`src/rtl/cpu_controller_mc.sv`:
```
// cpu_controller_mc: multi-cycle CPU control FSM.
// Sequences FETCH/DECODE/EXEC/MEM for each instruction and drives the
// datapath strobes. It supports conditional branches on datapath flags, a
// configurable data-memory latency, HALT, and trapping of illegal opcodes.
//
// Ports:
//   clk, rst            clock, synchronous active-high reset (overrides en)
//   en                  run enable; 0 holds all state and forces strobes low
//   opcode[OPW-1:0]     opcode field from the instruction register
//   za, zb, eq, gt, lt  datapath flags (gt/lt reserved, ignored)
//   loadA..selB         datapath / data-memory strobes (combinational)
//   halted              FSM is in HALT
//   illegal             sticky: HALT was entered on an illegal opcode
module cpu_controller_mc #(
    parameter int unsigned OPW     = 4,
    parameter int unsigned MEM_LAT = 1,
    parameter int unsigned CNTW    = 4
) (
    input  logic           clk,
    input  logic           rst,
    input  logic           en,
    input  logic [OPW-1:0] opcode,
    input  logic           za,
    input  logic           zb,
    input  logic           eq,
    input  logic           gt,
    input  logic           lt,
    output logic           loadA,
    output logic           loadB,
    output logic           loadC,
    output logic           loadIR,
    output logic           loadPC,
    output logic           incPC,
    output logic           mode,
    output logic           we_DM,
    output logic           selA,
    output logic           selB,
    output logic           halted,
    output logic           illegal
);

    typedef enum logic [2:0] {
        S_RESET  = 3'd0,
        S_FETCH  = 3'd1,
        S_DECODE = 3'd2,
        S_EXEC   = 3'd3,
        S_MEM    = 3'd4,
        S_HALT   = 3'd5
    } state_e;

    localparam logic [3:0] OP_LDA  = 4'b0100;
    localparam logic [3:0] OP_LDB  = 4'b0101;
    localparam logic [3:0] OP_STC  = 4'b0110;
    localparam logic [3:0] OP_JMP  = 4'b0111;
    localparam logic [3:0] OP_BZA  = 4'b1100;
    localparam logic [3:0] OP_BZB  = 4'b1101;
    localparam logic [3:0] OP_BEQ  = 4'b1110;
    localparam logic [3:0] OP_HALT = 4'b1111;

    localparam logic [CNTW-1:0] CNT_LOAD = CNTW'(MEM_LAT - 1);

    state_e            state_q, state_d;
    logic [3:0]        op_q, op_d;
    logic [CNTW-1:0]   cnt_q, cnt_d;
    logic              illegal_q, illegal_d;
    logic              illegal_op_c;

    // gt/lt are reserved for a later generation
    logic unused_flags;
    assign unused_flags = gt ^ lt;

    // Any set bit above [3:0] makes the opcode illegal (always 0 when OPW == 4)
    assign illegal_op_c = (opcode >> 4) != '0;

    // State register and datapath of the controller; en=0 freezes everything
    always_ff @(posedge clk) begin
        if (rst) begin
            state_q   <= S_RESET;
            op_q      <= '0;
            cnt_q     <= '0;
            illegal_q <= 1'b0;
        end else if (en) begin
            state_q   <= state_d;
            op_q      <= op_d;
            cnt_q     <= cnt_d;
            illegal_q <= illegal_d;
        end
    end

    // Next-state logic
    always_comb begin
        state_d   = state_q;
        op_d      = op_q;
        cnt_d     = cnt_q;
        illegal_d = illegal_q;
        case (state_q)
            S_RESET:  state_d = S_FETCH;
            S_FETCH:  state_d = S_DECODE;
            S_DECODE: begin
                op_d = opcode[3:0];
                if (illegal_op_c) begin
                    state_d   = S_HALT;
                    illegal_d = 1'b1;
                end else begin
                    state_d = S_EXEC;
                end
            end
            S_EXEC: begin
                case (op_q)
                    OP_LDA, OP_LDB, OP_STC: begin
                        cnt_d   = CNT_LOAD;
                        state_d = S_MEM;
                    end
                    OP_HALT: state_d = S_HALT;
                    default: state_d = S_FETCH;
                endcase
            end
            S_MEM: begin
                if (cnt_q == '0) begin
                    state_d = S_FETCH;
                end else begin
                    cnt_d = cnt_q - CNTW'(1);
                end
            end
            S_HALT:   state_d = S_HALT;
            default:  state_d = S_RESET;
        endcase
    end

    // Output decode; strobes are gated by en, status outputs are not
    always_comb begin
        loadA   = 1'b0;
        loadB   = 1'b0;
        loadC   = 1'b0;
        loadIR  = 1'b0;
        loadPC  = 1'b0;
        incPC   = 1'b0;
        mode    = 1'b0;
        we_DM   = 1'b0;
        selA    = 1'b0;
        selB    = 1'b0;
        halted  = (state_q == S_HALT);
        illegal = illegal_q;
        if (en) begin
            case (state_q)
                S_FETCH: begin
                    loadIR = 1'b1;
                    incPC  = 1'b1;
                end
                S_EXEC: begin
                    // op_q[2]==0 covers both ALU groups; op_q[3] picks the mode
                    if (!op_q[2]) begin
                        loadC = 1'b1;
                        mode  = op_q[3];
                    end else begin
                        case (op_q)
                            OP_JMP: loadPC = 1'b1;
                            OP_BZA: loadPC = za;
                            OP_BZB: loadPC = zb;
                            OP_BEQ: loadPC = eq;
                            default: loadPC = 1'b0;
                        endcase
                        selA = loadPC;
                        selB = loadPC;
                    end
                end
                S_MEM: begin
                    if (cnt_q == '0) begin
                        loadA = (op_q == OP_LDA);
                        loadB = (op_q == OP_LDB);
                        we_DM = (op_q == OP_STC);
                    end
                end
                default: ;
            endcase
        end
    end

endmodule
```
`config.mk`:
```
export PLATFORM = sky130hd
export DESIGN_NAME = cpu_controller_mc
export DESIGN_NICKNAME = d
export VERILOG_FILES = /design/src/rtl/cpu_controller_mc.sv
export SDC_FILE = /design/constraint.sdc
export NUM_CORES = 1
export LEC_CHECK = 0
export ABC_AREA = 1
export CAP_MARGIN = 20
export CORE_ASPECT_RATIO = 0.75
export CORE_MARGIN = 2
export CORE_UTILIZATION = 29
export CTS_CLUSTER_DIAMETER = 200
export DETAILED_ROUTE_END_ITERATION = 6
export GPL_TIMING_DRIVEN = 0
export PLACE_DENSITY_LB_ADDON = 0.25
export SYNTH_ARGS = -nofsm -noshare
export SYNTH_HDL_FRONTEND = slang
export SYNTH_SLANG_ARGS = --single-unit
export TNS_END_PERCENT = 20
```
`constraint.sdc`:
```
create_clock -name clk -period 2.4 [get_ports clk]
set_clock_uncertainty 0.05 [all_clocks]
set_input_delay 0.48 -clock clk [delete_from_list [all_inputs] [get_ports clk]]
set_output_delay 0.48 -clock clk [all_outputs]
set_load 0.02 [all_outputs]
```
# Word-level counts from Yosys, hierarchy flattened
# Index checks and enable logic that the tools add are counted.
totals:
  register_bits: 11
  inputBits: 12
  elab_cells: 54
op_classes:
  n_reduce_logical: 7
  n_eq_ne: 16
  addsub: 1
  mux: 27
ops:
  columns: ["operator", "count"]
  rows:
  - ["1-bit two-way mux", 20]
  - ["3-bit case mux with 6 select lines", 1]
  - ["4-bit by 3-bit == test with 1-bit output (second input constant)", 4]
  - ["4-bit == test (second input constant)", 4]
  - ["4-bit two-way mux", 2]
  - ["4-bit case mux with 2 select lines", 1]
  - ["3-bit by 2-bit == test with 1-bit output (second input constant)", 2]
  - ["3-bit == test (second input constant)", 2]
  - ["3-bit case mux with 2 select lines", 1]
  - ["4-bit zero test", 1]
  - ["2-bit != test (second input constant)", 2]
  - ["1-bit case mux with 4 select lines", 1]
  - ["2-bit AND reduction", 2]
  - ["4-bit AND reduction", 1]
  - ["4-bit by 1-bit subtractor with 4-bit output (second input constant)", 1]
  - ["3-bit by 1-bit == test with 1-bit output (second input constant)", 1]
  - ["3-bit zero test", 1]
  - ["3-bit two-way mux", 1]
  - ["3-bit OR reduction", 1]
  - ["2-bit by 1-bit != test with 1-bit output (second input constant)", 1]
  - ["2-bit nonzero test", 1]

# Longest topological paths before layout
# Gate-level depths: netlist (run 1).
logic_depth:
  word_depth: 5
  mapped_depth: 9
  ltp_nobuf: 9

# Worst setup path before layout (run 1)
# No wires, ideal clock.
synth_timing:
  path_kind: "register -> output"
  from: "reg cnt_q[0]"
  to: "out loadA"
  path_slack_ns: 0.434
  arrival_time_ns: 1.436
  n_path_buf: 0
  path_stages_with_launch: 7
  cell_sequence: "dfxtp_1 > inv_1 > ha_1 > nand2_1 > inv_1 > nand2_2 > nor4_1"
synth_via:
  elab_chain_len: 4
synth_lines:
  columns: ["element", "line_no", "text"]
  rows:
  - ["start: declaration", "64", "logic [CNTW-1:0] cnt_q, cnt_d;"]
  - ["start signal: assignment", "85", "cnt_q <= cnt_d;"]
  - ["4-bit zero test", "168", "if (cnt_q == '0) begin"]
  - ["1-bit two-way mux", "168", null]
  - ["1-bit two-way mux", "145", "case (state_q)"]
  - ["1-bit two-way mux", "144", "if (en) begin"]
  - ["end: declaration", "28", "output logic loadA,"]
# No other way between the ends.

# Final worst setup path (run 1)
layout_timing:
  from: "in eq"
  to: "out selA"
layout_via:
  elab_chain_len: 4
layout_lines:
  columns: ["element", "line_no", "text"]
  rows:
  - ["start: declaration", "25", "input logic eq,"]
  - ["1-bit case mux with 4 select lines", "156", "case (op_q)"]
  - ["1-bit two-way mux", "152", "if (!op_q[2]) begin"]
  - ["1-bit two-way mux", "145", null]
  - ["1-bit two-way mux", "144", null]
  - ["end: declaration", "36", "output logic selA,"]
# No other way between the ends.

==> flow_summary.yaml, run 1 <==
synth:
  synth_edf_count: 0
  yosys.cell_types.count: 25
  yosys_warnings: 0
  synthFlopType: "dfxtp_1"
  synthAdderAreaFrac: 0.01639
  yosysMostFrequentCell: "nand2_1"
  yosys.area_share.simple: 0.4000
  avgSynthCellArea_um2: 6.523
  syn_inst: 117
  netlist.area_leader.share: 0.2885
  synth_area_um2: 763.2
  synth_top_cell_by_area: "dfxtp_1"
  synth.area.top_cells: "dfxtp_1, nand2_1, nand3_1, inv_1, nor2_1"
  synth_seq_cells: 11
  muxShareOfSynthArea: 0
  synth_compound_area_frac: 0.1459
  synth_top_family_by_area: "simple AND/OR/NAND/NOR gates"
  synth_xor_area_frac: 0.01148
  syn_nets: 130
  ys_top_cells_by_count: "nand2_1, inv_1, nor2_1, dfxtp_1, nand3_1"
  synth-async-reset-ratio: 0
  ys_seq_area_frac: 0.2885
timing:
  rsz0062_at_grt: "yes"
  fin_tns_setup_ns: 0
  hold_violations: 0
  max_freq_ghz: 0.4280
  setup_viol: 0
  fin_crit_ns: 2.336
  finalMaxSlewViolations: 0
  finalWorstSetupSlack_ns: 0.06369
  fin_crit_sh: 0.9735
placed_design:
  port-buffer-count: 20
  gp_congestion: 0.8047
  place_hpwl_um: 1435
  dpl_cell_area_um2: 1008
  place_ws_ns: -0.4237
  dp_cells: 173
floorplanning:
  chipHeight_um: 48.43
  fp.dieArea_um2: 3062
  ioPinCount: 24
  fp.dieW_um: 63.24
  row_count: 16
  core_um2: 2562
  initial_utilization: 0.2979
power:
  swShare: 0.2670
  ir_drop_mv: 0.2202
  p_int_uw: 280.3
  p_per_area_nw_per_um2: 367.4
  comb_power_share: 0.157
  p_leak_nw: 0.4174
  pwr-share-seq: 0.513
  switchingPower_uw: 102.1
  clock_power_share: 0.331
grt:
  grt_max_degree: 11
  grt_pass1_wl_um: 3042
  grt_antenna_before_repair: 0
  overflow: 0
  grt_usage: 0.1270
  grt_pass1_vias: 719
critical_path:
  worst_setup_path_end_kind: "output pin"
  crit_start: "eq"
  startpoint_type: "input port"
  path_cells: "clkdlybuf4s50_1, nand3_1, a31o_2, a21oi_4, buf_4, clkdlybuf4s15_2"
  cpLargestDelayFamily: "buffers and inverters"
  critPathMaxStageDelay_ns: 0.46
  r2r_start: "cnt_q[0]"
  critPathKind: "in -> out"
  required_ns: 1.87
  arrival_ns: 1.81
  slowest_stage: "clkdlybuf4s50_1"
  cp.buffers_inverters: 3
  crit_fanout: 3
final_layout:
  drive_above_1_share: 0.2057
  final-instance-count-excl-fill: 177
  n_antenna_cell: 0
  fin_nets: 155
  syn2layout_area_growth_pct: 36.39
  post-route-util: 0.4063
  final_cell_area_um2: 1041
detailed_routing:
  finalWirelength_um: 1775
  drt_first_pass_iters: 5
  drc: 0
  ant_nets: 0
  routed-via-count: 831
  wire_per_inst_um: 10.03
  dr.first_iter.drc_count: 36
  vias_per_cell: 4.695
clock_tree:
  cts_resized: 16
  cts_made_buffers: 3
  cts-root-buf: "clkbuf_4"
  clk_pin_slew_ns: 0.07
  cts.sinks: 11
  cts_tree: "yes"
  cts_max_level: 1
  cts_hold_buf: 0
  clock_path_buffers: 2
  cts_setup_buffers: 0
  worstSkewPairLatency_ns: 0.27
hold_path:
  hold_start: "cnt_q[1]"
  min_path_type: "reg -> reg"
run_status:
  outcome: "finished clean"
flow_run:
  maxCapViolations: 0
tightest hold or removal path, delay by kind of cell (launching register included):
| family | cells | cell delay [ns] |
|---|---|---|
| AO/OA/AOI/OAI | 1 | 0.06 |
| AND/OR/NAND/NOR | 1 | 0.06 |
| flip-flops | 1 | 0.32 |
path summary, 6_finish.rpt:
kind,slack (ns),to,depth (start not counted)
worst max register to register,1.00,cnt_q[0],8
worst min register to register,0.44,cnt_q[1],2
worst max-delay path,0.06,selA,6
worst min-delay path,0.44,cnt_q[1],2
kinds of logic after synthesis:
family	count (synthesis)
buf+inv	22
other cells	1
xor+xnor	1
fa+ha+maj	1
flops	11
compound gates	18
simple gates	63
state kept, by name, summed over array words and instances (netlist names):
| name | flops |
|---|---|
| cnt_q | 4 |
| op_q | 4 |
| state_q | 3 |
per-layer routing:
| layer | GRT usage | vias up | share of wire |
|---|---|---|---|
| li1 | - | 428 | - |
| met2 | 0.1720 | 26 | 0.40 |
| met4 | 0.02174 | 0 | 0.0085 |
| met5 | 0 | - | 0 |
| met3 | 0.06047 | 2 | 0.066 |
| met1 | 0.1836 | 375 | 0.52 |
final cells by class:
cell class / instances / area, µm²
tap: 36 / 45.04
sequential: 11 / 220.2
inverter: 16 / 60.06
clock buffer: 4 / 26.28
timing repair buffer: 20 / 186.4
multi-input combinational: 84 / 461.7
fill: 278 / 1521
buffer: 6 / 41.29
through the flow:
stage                     power (mW)  hold WS (ns)
after floorplan               0.2321        0.4070
after global placement        0.2586        0.4234
after detailed placement      0.2588        0.4330
after CTS                     0.3877        0.4446
after global routing          0.4057        0.4850
final                         0.3825        0.4367
layout by cell type (no fill, tap or decap), types with 2 or more instances in the layout:
master and count:
nor3_1 2, dfxtp_1 11, dlygate4sd2_1 4, nand3_1 10, buf_4 7, nor2_2 3
clkdlybuf4s15_1 2, nand2_2 3, inv_2 4, a21oi_1 7, nor4_1 4, nand2_1 24
o21ai_1 2, nor2_1 13, nand3_2 2, clkbuf_1 2, a211oi_1 4, clkdlybuf4s50_1 10
clkbuf_4 3, inv_1 12
power by group through the flow:
stage          sequential, mW  clock [mW]  combinational, mW
2_1_floorplan           0.198           0             0.0339
3_3_place_gp            0.200           0             0.0588
3_5_place_dp            0.200           0             0.0592
4_1_cts                 0.196       0.132             0.0595
5_1_grt                 0.197       0.142             0.0665
6_report                0.196       0.126             0.0599
(Power assumes the default switching activity.)
==> inputs of run 2 (changes only) <==
--- a/config.mk
+++ b/config.mk
@@ -8,7 +8,7 @@
 export ABC_AREA = 1
 export CAP_MARGIN = 20
 export CORE_ASPECT_RATIO = 0.75
-export CORE_MARGIN = 2
+export CORE_MARGIN = 4
 export CORE_UTILIZATION = 29
 export CTS_CLUSTER_DIAMETER = 200
 export DETAILED_ROUTE_END_ITERATION = 6
==> constraint.sdc (replaced) <==
create_clock -name clk -period 2.4 [get_ports clk]
set_clock_uncertainty 0.05 [all_clocks]
set_input_delay 0.48 -clock clk [delete_from_list [all_inputs] [get_ports clk]]
set_output_delay 0.48 -clock clk [all_outputs]
set_load 0.005 [all_outputs]
==> flow_summary.yaml, run 2 (synthesis gave the netlist of run 1 again) <==
run_status:
  outcome: "finished clean"
final_layout:
  post-route-util: 0.4380
  n_fill_cell: 276
  syn2layout_area_growth_pct: 37.87
  drive_above_1_share: 0.2042
  fin_nets: 156
  n_antenna_cell: 0
  reg_top3: "cnt_q x4, op_q x4, state_q x3"
  final_common_cell: "nand2_1"
  layout_common_cells: "nand2_1, nor2_1, clkdlybuf4s50_1, inv_1, nand3_1"
grt:
  grtUsageMet1: 0.1744
  overflow: 0
  grt_pass1_wl_um: 3367
  grt_usage: 0.1288
  global_route.usage.met2: 0.1843
  use_met3: 0.05794
  grt_pass1_vias: 768
  top_usage_layer: "met2"
  grt_max_degree: 11
  grt_antenna_before_repair: 0
floorplanning:
  core_um2: 2402
  ioPinCount: 24
  fp.dieArea_um2: 3525
  chipHeight_um: 52.43
  row_count: 15
  initial_utilization: 0.3177
  fp.dieW_um: 67.24
timing:
  fin_crit_ns: 2.335
  setup_viol: 0
  finalMaxSlewViolations: 0
  fin_crit_sh: 0.9729
  slew_headroom: 0.6542
  hold_violations: 0
  rsz0062_at_grt: "no"
  tightest_slew_ns: 0.5187
  fin_tns_setup_ns: 0
  finalWorstSetupSlack_ns: 0.06493
  max_freq_ghz: 0.4283
clock_tree:
  worstSkewPairLatency_ns: 0.27
  cts_tree: "yes"
  cts_made_buffers: 3
  cts_hold_buf: 0
  cts-root-buf: "clkbuf_4"
  clock_path_buffers: 2
  cts.sinks: 11
  clk_pin_slew_ns: 0.07
  cts_max_level: 1
power:
  comb_power_share: 0.152
  swShare: 0.2727
  switchingPower_uw: 105.6
  clock_power_share: 0.340
  p_leak_nw: 0.4247
  p_int_uw: 281.6
  p_per_area_nw_per_um2: 368.0
  ir_drop_mv: 0.2165
  pwr-share-seq: 0.508
placed_design:
  gp_congestion: 0.8790
  place_ws_ns: -0.3087
  port-buffer-count: 20
  place_hpwl_um: 1598
critical_path:
  crit_fanout: 3
  crit_end: "selB"
  r2r_start: "cnt_q[0]"
  critPathKind: "in -> out"
  startpoint_type: "input port"
  arrival_ns: 1.81
  crit_start: "zb"
  reg2reg_setup_slack_ns: 0.97
  required_ns: 1.87
  r2r-end: "cnt_q[0]"
  worst_setup_path_end_kind: "output pin"
  r2r_cells: 8
detailed_routing:
  finalWirelength_um: 2096
  drt_first_pass_iters: 4
  vias_per_cell: 4.631
  wire_per_inst_um: 11.91
  drc: 0
  routed-via-count: 815
  ant_nets: 0
  dr.first_iter.drc_count: 34
hold_path:
  min_path_type: "reg -> reg"
flow_run:
  maxCapViolations: 0
run 2: cell count changes in the layout (fill, tap and decap cells not counted), sizes merged:
| cell | delta |
|---|---|
| dlygate4sd2 | +2 |
| clkbuf | -1 |
| clkdlybuf4s15 | -3 |
| clkdlybuf4s50 | +3 |
run 2: power by group through the flow:
stage | sequential, mW | combinational [mW] | clock, mW
floorplan | 0.198 | 0.0303 | 0
global placement | 0.200 | 0.0551 | 0
detailed placement | 0.200 | 0.0563 | 0
CTS | 0.196 | 0.0578 | 0.141
global route | 0.198 | 0.0641 | 0.149
finish | 0.197 | 0.0587 | 0.132
run 2: stage by stage:
stage | hold WS [ns] | instance area (µm²) | cells | power [mW]
finish | 0.4336 | 1052 | 176 | 0.3872
global route | 0.4749 | 1052 | 176 | 0.4116
CTS | 0.4318 | 1050 | 176 | 0.3950
detailed placement | 0.4208 | 1006 | 171 | 0.2562
global placement | 0.4225 | 1006 | 171 | 0.2548
floorplan | 0.4070 | 763.2 | 117 | 0.2285
run 2: cell type report:
class,count,area (µm²),share of cell area
Clock buffer,4,26.28,0.02497
Sequential cell,11,222.7,0.2117
Buffer,6,41.29,0.03924
Timing Repair Buffer,21,197.7,0.1879
Tap cell,34,42.54,0.04043
Multi-Input combinational cell,84,461.7,0.4388
Inverter,16,60.06,0.05707
run 2: timing repair:
action | in CTS | in global routing
buffers inserted | 1 | 0
setup endpoints to repair | 10 | 2
pin swaps | 1 | 1
cloned | 0 | 0
resized for setup | 12 | 2
run 2: critical path: stages:
cell	delay, ns
clkdlybuf4s50_1	0.46
nand3_1	0.08
a31o_2	0.26
a21oi_4	0.16
buf_4	0.13
dlygate4sd2_1	0.23
run 2: how the worst min path moves through the flow:
stage                     startpoint  endpoint  slack, ns  depth (start not counted)
after floorplan             cnt_q[1]  cnt_q[1]       0.41                          2
after global placement      cnt_q[1]  cnt_q[1]       0.42                          2
after detailed placement    cnt_q[1]  cnt_q[1]       0.42                          2
after CTS                   cnt_q[1]  cnt_q[1]       0.43                          2
after global routing        cnt_q[1]  cnt_q[1]       0.47                          2
final                       cnt_q[1]  cnt_q[1]       0.43                          2
run 2: metal layers:
| metal | vias to the layer above | share of wire |
|---|---|---|
| met2 | 19 | 0.42 |
| li1 | 432 | - |
| met1 | 362 | 0.53 |
| met3 | 2 | 0.047 |
| met4 | 0 | 0.0052 |
| met5 | - | 0 |
==> inputs of run 3 (changes only) <==
--- a/config.mk
+++ b/config.mk
@@ -7,6 +7,8 @@
 export LEC_CHECK = 0
 export ABC_AREA = 1
 export CAP_MARGIN = 20
+export CELL_PAD_IN_SITES_DETAIL_PLACEMENT = 1
+export CELL_PAD_IN_SITES_GLOBAL_PLACEMENT = 1
 export CORE_ASPECT_RATIO = 0.75
 export CORE_MARGIN = 4
 export CORE_UTILIZATION = 29
@@ -14,6 +16,7 @@
 export DETAILED_ROUTE_END_ITERATION = 6
 export GPL_TIMING_DRIVEN = 0
 export PLACE_DENSITY_LB_ADDON = 0.25
+export SETUP_SLACK_MARGIN = 0.1
 export SYNTH_ARGS = -nofsm -noshare
 export SYNTH_HDL_FRONTEND = slang
 export SYNTH_SLANG_ARGS = --single-unit
==> flow_summary.yaml, run 3 (synthesis gave the netlist of run 1 again) <==
clock_tree:
  worstSkewPairLatency_ns: 0.28
  clk_pin_slew_ns: 0.08
  clock_path_buffers: 2
  cts-root-buf: "clkbuf_4"
  cts.sinks: 11
  cts_hold_buf: 0
  cts_max_level: 1
  cts_tree: "yes"
  cts_made_buffers: 3
timing:
  finalMaxSlewViolations: 0
  fin_tns_setup_ns: 0
  setup_viol: 0
  max_freq_ghz: 0.4411
  hold_violations: 0
  tightest_slew_ns: 0.5383
  fin_crit_ns: 2.267
  fin_crit_sh: 0.9446
  rsz0062_at_grt: "yes"
  finalWorstSetupSlack_ns: 0.1331
  slew_headroom: 0.6411
  whs_ns: 0.4369
floorplanning:
  initial_utilization: 0.3177
  row_count: 15
  chipHeight_um: 52.43
  fp.dieW_um: 67.24
  fp.dieArea_um2: 3525
  core_um2: 2402
  ioPinCount: 24
flow_run:
  maxCapViolations: 0
final_layout:
  final_cell_area_um2: 1074
  fin_nets: 156
  syn2layout_area_growth_pct: 40.66
  final_common_cell: "nand2_1"
  layout_common_cells: "nand2_1, nor2_1, clkdlybuf4s50_1, inv_1, dfxtp_1"
  n_antenna_cell: 0
  drive_above_1_share: 0.2676
  reg_top3: "cnt_q x4, op_q x4, state_q x3"
placed_design:
  port-buffer-count: 20
  gp_congestion: 0.8052
  place_ws_ns: -0.2723
  place_hpwl_um: 1809
  dpl_cell_area_um2: 1006
detailed_routing:
  ant_nets: 0
  finalWirelength_um: 2402
  drt_first_pass_iters: 4
  routed-via-count: 848
  wire_per_inst_um: 13.65
  drc: 0
  dr.first_iter.drc_count: 40
  vias_per_cell: 4.818
critical_path:
  required_ns: 1.87
  critPathKind: "reg -> out"
  crit_fanout: 8
  worst_setup_path_end_kind: "output pin"
  startpoint_type: "flop"
  arrival_ns: 1.74
power:
  p_total_uw: 394.6
  p_leak_nw: 0.4228
  ir_drop_mv: 0.2931
  p_per_area_nw_per_um2: 367.6
run_status:
  outcome: "finished clean"
grt:
  grt_antenna_before_repair: 0
  overflow: 0
  grt_pass1_wl_um: 3967
  grt_max_degree: 11
  grt_pass1_vias: 884
  grt_usage: 0.1496
hold_path:
  min_path_type: "reg -> reg"
[run 3: worst paths after layout]
| path | start | to | slack, ns | cells after the start |
|---|---|---|---|---|
| max | state_q[2] | mode | 0.13 | 5 |
| min | cnt_q[1] | cnt_q[1] | 0.44 | 2 |
| max reg2reg | state_q[1] | cnt_q[0] | 0.99 | 7 |
| min reg2reg | cnt_q[1] | cnt_q[1] | 0.44 | 2 |
[run 3: worst max-delay path, stage by stage, from the launching register on]
cell	delay [ns]
dfxtp_1	0.31
buf_4	0.16
inv_1	0.10
nand3_2	0.12
nor4_2	0.21
clkdlybuf4s50_1	0.55
[run 3: what timing repair did]
item                       4_1_cts  5_1_grt
setup endpoints to repair       10        8
pin swaps                        2        1
setup buffers                    1        0
gates resized for setup         18        7
[run 3: layout make-up]
cell class	instances	area [µm²]
Fill cell	329	1329
Multi-Input combinational cell	84	491.7
Sequential cell	11	221.5
Timing Repair Buffer	21	190.2
Inverter	16	60.06
Tap cell	34	42.54
Buffer	6	41.29
Clock buffer	4	26.28
[run 3: per-layer routing]
| layer | vias up | part of all wire | track usage |
|---|---|---|---|
| met4 | 0 | 0.012 | 0.04040 |
| met1 | 395 | 0.46 | 0.1805 |
| li1 | 432 | - | - |
| met3 | 5 | 0.047 | 0.05150 |
| met5 | - | 0 | 0 |
| met2 | 16 | 0.48 | 0.2512 |
[run 3: metrics by stage]
stage | std cells | util
floorplan | 117 | -
global placement | 171 | 0.4188
detailed placement | 171 | 0.4188
CTS | 176 | 0.4370
global route | 176 | 0.4469
finish | 176 | 0.4469
[run 3: report_power, final]
| part | internal, mW | switching (mW) |
|---|---|---|
| combinational | 0.0291 | 0.0313 |
| sequential | 0.188 | 0.00997 |
| clock | 0.0646 | 0.0717 |
| total | 0.282 | 0.113 |
